[config.mk]
export PLATFORM = sky130hd
export DESIGN_NAME = mux_sel_arbiter
export DESIGN_NICKNAME = d
export VERILOG_FILES = /design/src/rtl/mux_sel_arbiter_pkg.sv /design/src/rtl/mux_sel_arbiter_rr_pick4.sv /design/src/rtl/mux_sel_arbiter.sv
export SDC_FILE = /design/constraint.sdc
export NUM_CORES = 1
export LEC_CHECK = 0
export CORE_UTILIZATION = 47
export DETAILED_ROUTE_END_ITERATION = 8
export HOLD_SLACK_MARGIN = 0.05
export PLACE_DENSITY = 0.81
export SLEW_MARGIN = 20
export SYNTH_ARGS = -nofsm -noshare
export SYNTH_HDL_FRONTEND = slang
export SYNTH_SLANG_ARGS = --single-unit
[constraint.sdc]
create_clock -name clk -period 1.7 [get_ports clk]
set_input_delay 0.17 -clock clk [delete_from_list [all_inputs] [get_ports clk]]
set_output_delay 0.17 -clock clk [all_outputs]
set_load 0.01 [all_outputs]
[src/rtl/mux_sel_arbiter_pkg.sv]
// Shared constants and FSM encoding for the 4-source round-robin mux-select arbiter.
package mux_sel_arbiter_pkg;

  localparam int unsigned NUM_SRC = 4;
  localparam int unsigned SEL_W   = 2;
  localparam int unsigned CNT_W   = 8;

  typedef enum logic [0:0] {
    StIdle  = 1'b0,
    StGrant = 1'b1
  } state_e;

endpackage

[src/rtl/mux_sel_arbiter_rr_pick4.sv]
// Combinational round-robin picker: first set request at or after ptr, wrapping mod 4.
module rr_pick4
  import mux_sel_arbiter_pkg::*;
(
  input  logic [NUM_SRC-1:0] req_i,
  input  logic [SEL_W-1:0]   ptr_i,
  output logic [SEL_W-1:0]   idx_o,
  output logic               any_o
);

  logic [SEL_W-1:0] cand;

  always_comb begin
    any_o = |req_i;
    idx_o = ptr_i;
    cand  = '0;
    // Walk from the farthest offset down so the closest requester to ptr wins last.
    for (int k = int'(NUM_SRC) - 1; k >= 0; k--) begin
      cand = ptr_i + SEL_W'(k);
      if (req_i[cand]) begin
        idx_o = cand;
      end
    end
  end

endmodule

[src/rtl/mux_sel_arbiter.sv]
// Round-robin arbiter producing a registered, glitch-free select code for a 4:1 mux,
// with forced rotation after MAX_HOLD cycles and a one-cycle bubble between grants.
module mux_sel_arbiter
  import mux_sel_arbiter_pkg::*;
#(
  parameter int unsigned MAX_HOLD = 8
) (
  input  logic               clk,
  input  logic               rst_n,
  input  logic [NUM_SRC-1:0] req,
  input  logic               rel,
  output logic [SEL_W-1:0]   sel,
  output logic [NUM_SRC-1:0] gnt,
  output logic               busy,
  output logic               timeout
);

  localparam logic [CNT_W-1:0] HoldLast = CNT_W'(MAX_HOLD - 1);

  state_e             state_q, state_d;
  logic [SEL_W-1:0]   ptr_q, ptr_d;
  logic [CNT_W-1:0]   cnt_q, cnt_d;
  logic [SEL_W-1:0]   sel_q, sel_d;
  logic [NUM_SRC-1:0] gnt_q, gnt_d;
  logic               busy_q, busy_d;
  logic               timeout_q, timeout_d;

  logic [SEL_W-1:0]   win_idx;
  logic               win_any;
  logic               owner_req;
  logic               at_limit;

  rr_pick4 u_pick (
    .req_i (req),
    .ptr_i (ptr_q),
    .idx_o (win_idx),
    .any_o (win_any)
  );

  // sel_q doubles as the owner index while in StGrant.
  assign owner_req = req[sel_q];
  assign at_limit  = (cnt_q == HoldLast);

  always_comb begin
    state_d   = state_q;
    ptr_d     = ptr_q;
    cnt_d     = cnt_q;
    sel_d     = sel_q;
    gnt_d     = gnt_q;
    busy_d    = busy_q;
    timeout_d = 1'b0;
    unique case (state_q)
      StIdle: begin
        gnt_d  = '0;
        busy_d = 1'b0;
        if (win_any) begin
          state_d        = StGrant;
          sel_d          = win_idx;
          gnt_d[win_idx] = 1'b1;
          busy_d         = 1'b1;
          cnt_d          = '0;
        end
      end
      StGrant: begin
        if (rel || !owner_req || at_limit) begin
          state_d   = StIdle;
          gnt_d     = '0;
          busy_d    = 1'b0;
          ptr_d     = sel_q + 1'b1;
          // Release takes precedence over the hold limit.
          timeout_d = at_limit && !rel && owner_req;
        end else begin
          cnt_d = cnt_q + 1'b1;
        end
      end
      default: state_d = StIdle;
    endcase
  end

  always_ff @(posedge clk or negedge rst_n) begin
    if (!rst_n) begin
      state_q   <= StIdle;
      ptr_q     <= '0;
      cnt_q     <= '0;
      sel_q     <= '0;
      gnt_q     <= '0;
      busy_q    <= 1'b0;
      timeout_q <= 1'b0;
    end else begin
      state_q   <= state_d;
      ptr_q     <= ptr_d;
      cnt_q     <= cnt_d;
      sel_q     <= sel_d;
      gnt_q     <= gnt_d;
      busy_q    <= busy_d;
      timeout_q <= timeout_d;
    end
  end

  assign sel     = sel_q;
  assign gnt     = gnt_q;
  assign busy    = busy_q;
  assign timeout = timeout_q;

endmodule

After elaboration in Yosys (flattened, before gate mapping)
Cells that the tools add are included. Widths: inputs -> output; s select.

Register bits after elaboration: 19. Bits in latches: 0. Bits in writable memories: 0. ROM bits: 0. Input port bits: 7. Output and inout bits: 8. Word-level logic and storage cells: 64. Memories kept: 0.

Add/sub/neg operators: 5. Multipliers: 0. Div/mod/pow operators: 0. $lt $le $gt $ge: 7. Equality and inequality tests: 4. Shifts and indexed selects: 0. Mux-type cells: 29. Bitwise operators: 1. Reduce and logical (&&, ||, !) cells: 11.

Operator list (count): $lt 2x3->1 const B (6); $mux 8 (2); $pmux 8 s2 (1); $mux 1 (11); $bmux 1 s2 (5); $add 8x1->8 const B (1); $eq 8x3->1 const B (1); $mux 2 (4); $mux 4 (2); $pmux 4 s2 (1); $reduce_and 2->1 (3); $add 2x1->2 const B (2); $add 2x2->2 const B (2); $ne 2x1->1 const B (2); $pmux 1 s2 (2); $reduce_or 4->1 (1); $logic_and 1x1->1 (3); $demux 1 s2 (1); $ge 2x1->1 const B (1); $logic_not 1->1 (2); $logic_or 1x1->1 (2); $ne 2x2->1 const B (1); $not 1->1 (1).

Longest topological paths before layout
Word-level depth: 13. Gate-level depth with buffers: 6. Gate-level depth less buffers: 5.

Modules after synthesis
A second synthesis with hierarchy kept.

Cells, all modules: 109. Area, all modules: 1058.5 µm².

By module, submodules not included: mux_sel_arbiter (instances 1, cells an instance 93, area an instance 958.4 µm², sequential area each 475.5 µm²); rr_pick4 (instances 1, cells an instance 16, area an instance 100.1 µm², sequential area each 0.0 µm²).

Least setup slack after synthesis
OpenSTA, ideal clock, no wires.

Path type: reg2reg. Start: reg cnt_q[4]. End: reg gnt_q[2] (netlist: gnt[2]). Library setup time: 121 ps. Data arrival time: 1510 ps. Data required time: 1579 ps. Path slack: 69 ps. Stages on the path, launching flop included: 5. Buffers on the path: 0. Clock period less this slack: 1631 ps. Path through: dfrtp_1 or4_4 nor3_4 nor2_4 a22o_1.

Longest elaborated chain between the ends: 3.

RTL lines: start, declared (RTL line mux_sel_arbiter.sv:22) `logic [CNT_W-1:0] cnt_q, cnt_d;`; start signal, assigned (RTL line mux_sel_arbiter.sv:92) `cnt_q <= cnt_d;`; $eq 8x3->1 (RTL line mux_sel_arbiter.sv:42) `assign at_limit = (cnt_q == HoldLast);`; $logic_or 1x1->1 (RTL line mux_sel_arbiter.sv:65) `if (rel || !owner_req || at_limit) begin`; $ne 2x1->1 (no line); end signal, assigned (RTL line mux_sel_arbiter.sv:94) `gnt_q <= gnt_d;`; end, declared (RTL line mux_sel_arbiter.sv:24) `logic [NUM_SRC-1:0] gnt_q, gnt_d;`.

No other way between the ends. A chain may end at the register's enable or synchronous reset.

Worst setup path after layout
Start: reg cnt_q[3]. End: reg cnt_q[3].

Longest elaborated chain between the ends: 4. Elaborated cells between the ends (all ways): 7. Classes of those cells: add/sub (1); eq/ne (2); mux (2); reduce/logical (2).

RTL lines: branches (longest 4 deep; another with $add 8x1->8).

Parallel ways; which one is timed is not known. The select of a mux whose other input is x is not followed.

==> impl_metrics.ini <==
[pwr]
pwr-share-clk = 0.121
p_int_mw = 1.185
finalPower_mw = 1.878
power.leakage_nw = 0.6104
sw_frac_of_total = 0.3693
powerDensity_nw_per_um2 = 1337
seqPwrFrac = 0.374
pwr-share-comb = 0.505
switching_power_mw = 0.6937
ir_drop_v = 0.0008938

[drt]
ant_nets = 0
remaining_drc_errors = 0
routedWlPerCell_um = 14.30
drt_iter0_markers = 42
via_per_inst = 5.988
vias = 970
dr.pass1.iters = 4
routed_wl_um = 2316

[cells_and_area]
stdcell_area_um2 = 1405
drive_above_1_share = 0.2593
utilization = 0.6881
num-nets-final = 144
antenna_cells = 0
area_growth_syn_to_layout_pct = 32.90
final_cell_mix = dfrtp_1 (19), buf_4 (19), clkdlybuf4s50_1 (14)

[synth]
synth_warnings = 0
synth_cells = 100
ys_types = 43
synth-seq-cells = 19
synth_edf_count = 0
synth_top_flop_cell = dfrtp_1
synth_nets = 108
syn_area_um2 = 1057
synth-seq-area-share = 0.4497
ys_async_sr_fraction = 1.000
syn_area_per_cell_um2 = 10.57

[setup_path]
crit_path_start_kind = flip-flop
ff2ff_setup_slack_ns = 0.02
required_ns = 1.90
cp.arrival_ns = 1.87
timing.rr.start = cnt_q[3]
reg2reg_depth = 5
timing.rr.end = cnt_q[3]
crit_path_max_fanout = 4
worst_setup_path_end_kind = flip-flop
worstSetupPathType = flip-flop to flip-flop

[sta]
worst_slew_pin_slew_ns = 0.3835
clock_skew_ns = 0.002342
max_freq_ghz = 0.5960
layout_min_cycle_time_ns = 1.678
hold_viol = 0
fin_crit_sh = 0.9869
max_slew_margin = 0.7444
fin_tns_setup_ns = 0
maxSlewViolCount = 0
rsz0062_at_grt = true
setup_viol = 0

[grt]
gr-total-overflow = 0
grt_pass1_vias = 901
grt_max_degree = 20
grt_pass1_wl_um = 4015
track_usage = 0.2181
antenna_found_initial = 0

[run]
drv_cap = 0

[place]
place_area_um2 = 1359
dp_hpwl_um = 1699
gp_congestion = 0.8714
portBuffers = 14

[clocking]
clk_pin_slew_ns = 0.11
clock_path_buffers = 2
ctsRootBufferMaster = clkbuf_4
postCtsHoldBufs = 0
clock-sinks = 19
cts_tree = built
htreeDepth = 1
clk_latency_ns = 0.30
numCtsBuffers = 3

[floorplanning]
die_w_um = 49.43
die_y_um = 49.43
boundaryPins = 15
die_area_um2 = 2443
start_util = 0.5178
fp.coreArea_um2 = 2042
row_count = 16

[outcome]
status = finished, final reports clean

[worst_hold_path]
hold_path.class = primary input to asynchronous set/reset pin
[worst max-delay path by stage]
stage | from | endpoint | slack [ns] | cells after the start
floorplan | cnt_q[4] | gnt[2] | 0.07 | 4
global placement | req[2] | gnt[1] | -0.11 | 6
detailed placement | req[2] | gnt[2] | -0.11 | 5
CTS | cnt_q[5] | cnt_q[3] | 0.04 | 5
global route | cnt_q[3] | cnt_q[3] | -0.03 | 5
finish | cnt_q[3] | cnt_q[3] | 0.02 | 5
[through the flow]
step	worst slack, ns	hold WS, ns	std cells
CTS	0.04285	0.1869	161
finish	0.02228	0.1857	162
global route	-0.03082	0.1874	162
detailed placement	-0.1141	0.4838	157
global placement	-0.1106	0.4719	157
floorplan	0.06907	-0.1256	100
[state kept, by name (all words and copies together) (netlist names)]
signal   cells
cnt_q        8
gnt          4
state_q      1
sel          2
ptr_q        2
busy         1
timeout      1
[cells by family (layout without fill, tap and decap cells)]
logic type               after synthesis  after routing  share of synthesized area
buffers and inverters                  6             41                    0.02485
flip-flops                            19             19                     0.4497
XOR/XNOR                               1              1                   0.008286
AND/OR/NAND/NOR                       34             34                     0.2048
multiplexers                           7              7                    0.06864
adder cells (fa/ha/maj)                1              1                    0.01183
AO/OA/AOI/OAI                         32             32                     0.2320
[Yosys cell counts (2+ instances only)]
cell / instances / area [um2]
dfrtp_1: 19 / 475.5
nand2_1: 8 / 30.03
o21ai_0: 7 / 35.03
nor2b_1: 6 / 37.54
mux2i_1: 5 / 50.05
a21oi_1: 4 / 20.02
inv_1: 3 / 11.26
nor2_1: 3 / 11.26
o31ai_1: 3 / 22.52
a22o_1: 2 / 17.52
buf_2: 2 / 10.01
mux2_2: 2 / 22.52
nand4_1: 2 / 12.51
o211ai_1: 2 / 15.01
o2bb2ai_1: 2 / 17.52
o311ai_0: 2 / 17.52
or4_1: 2 / 15.01
[critical path: stages (launching register included)]
cell and delay [ns]:
dfrtp_1 0.39, or4_4 0.56, nor3_4 0.25, buf_6 0.16, o311ai_1 0.13, o41ai_1 0.08
[area by class of cell]
| type | count | area, um2 |
|---|---|---|
| Fill cell | 154 | 636.9 |
| Multi-Input combinational cell | 75 | 563.0 |
| Sequential cell | 19 | 475.5 |
| Timing Repair Buffer | 34 | 294.0 |
| Tap cell | 27 | 33.78 |
| Clock buffer | 3 | 22.52 |
| Inverter | 3 | 11.26 |
| Clock inverter | 1 | 5.005 |
[layer usage]
layer,part of all wire,track usage
met1,0.46,0.2968
met2,0.47,0.3402
met3,0.062,0.06542
met4,0.0091,0.05238
met5,0,0
[power by group through the flow]
stage / Combinational [mW] / Sequential (mW) / Clock (mW)
2_1_floorplan: 0.453 / 0.736 / 0
4_1_cts: 0.933 / 0.703 / 0.239
3_3_place_gp: 0.910 / 0.700 / 0
3_5_place_dp: 0.923 / 0.713 / 0
5_1_grt: 1.03 / 0.722 / 0.258
6_report: 0.948 / 0.703 / 0.227
[what timing repair did]
action	in CTS	in global routing
resized for setup	0	3
setup endpoints to repair	0	2
buffers inserted	0	1
Power figures use the tool's default switching activity.
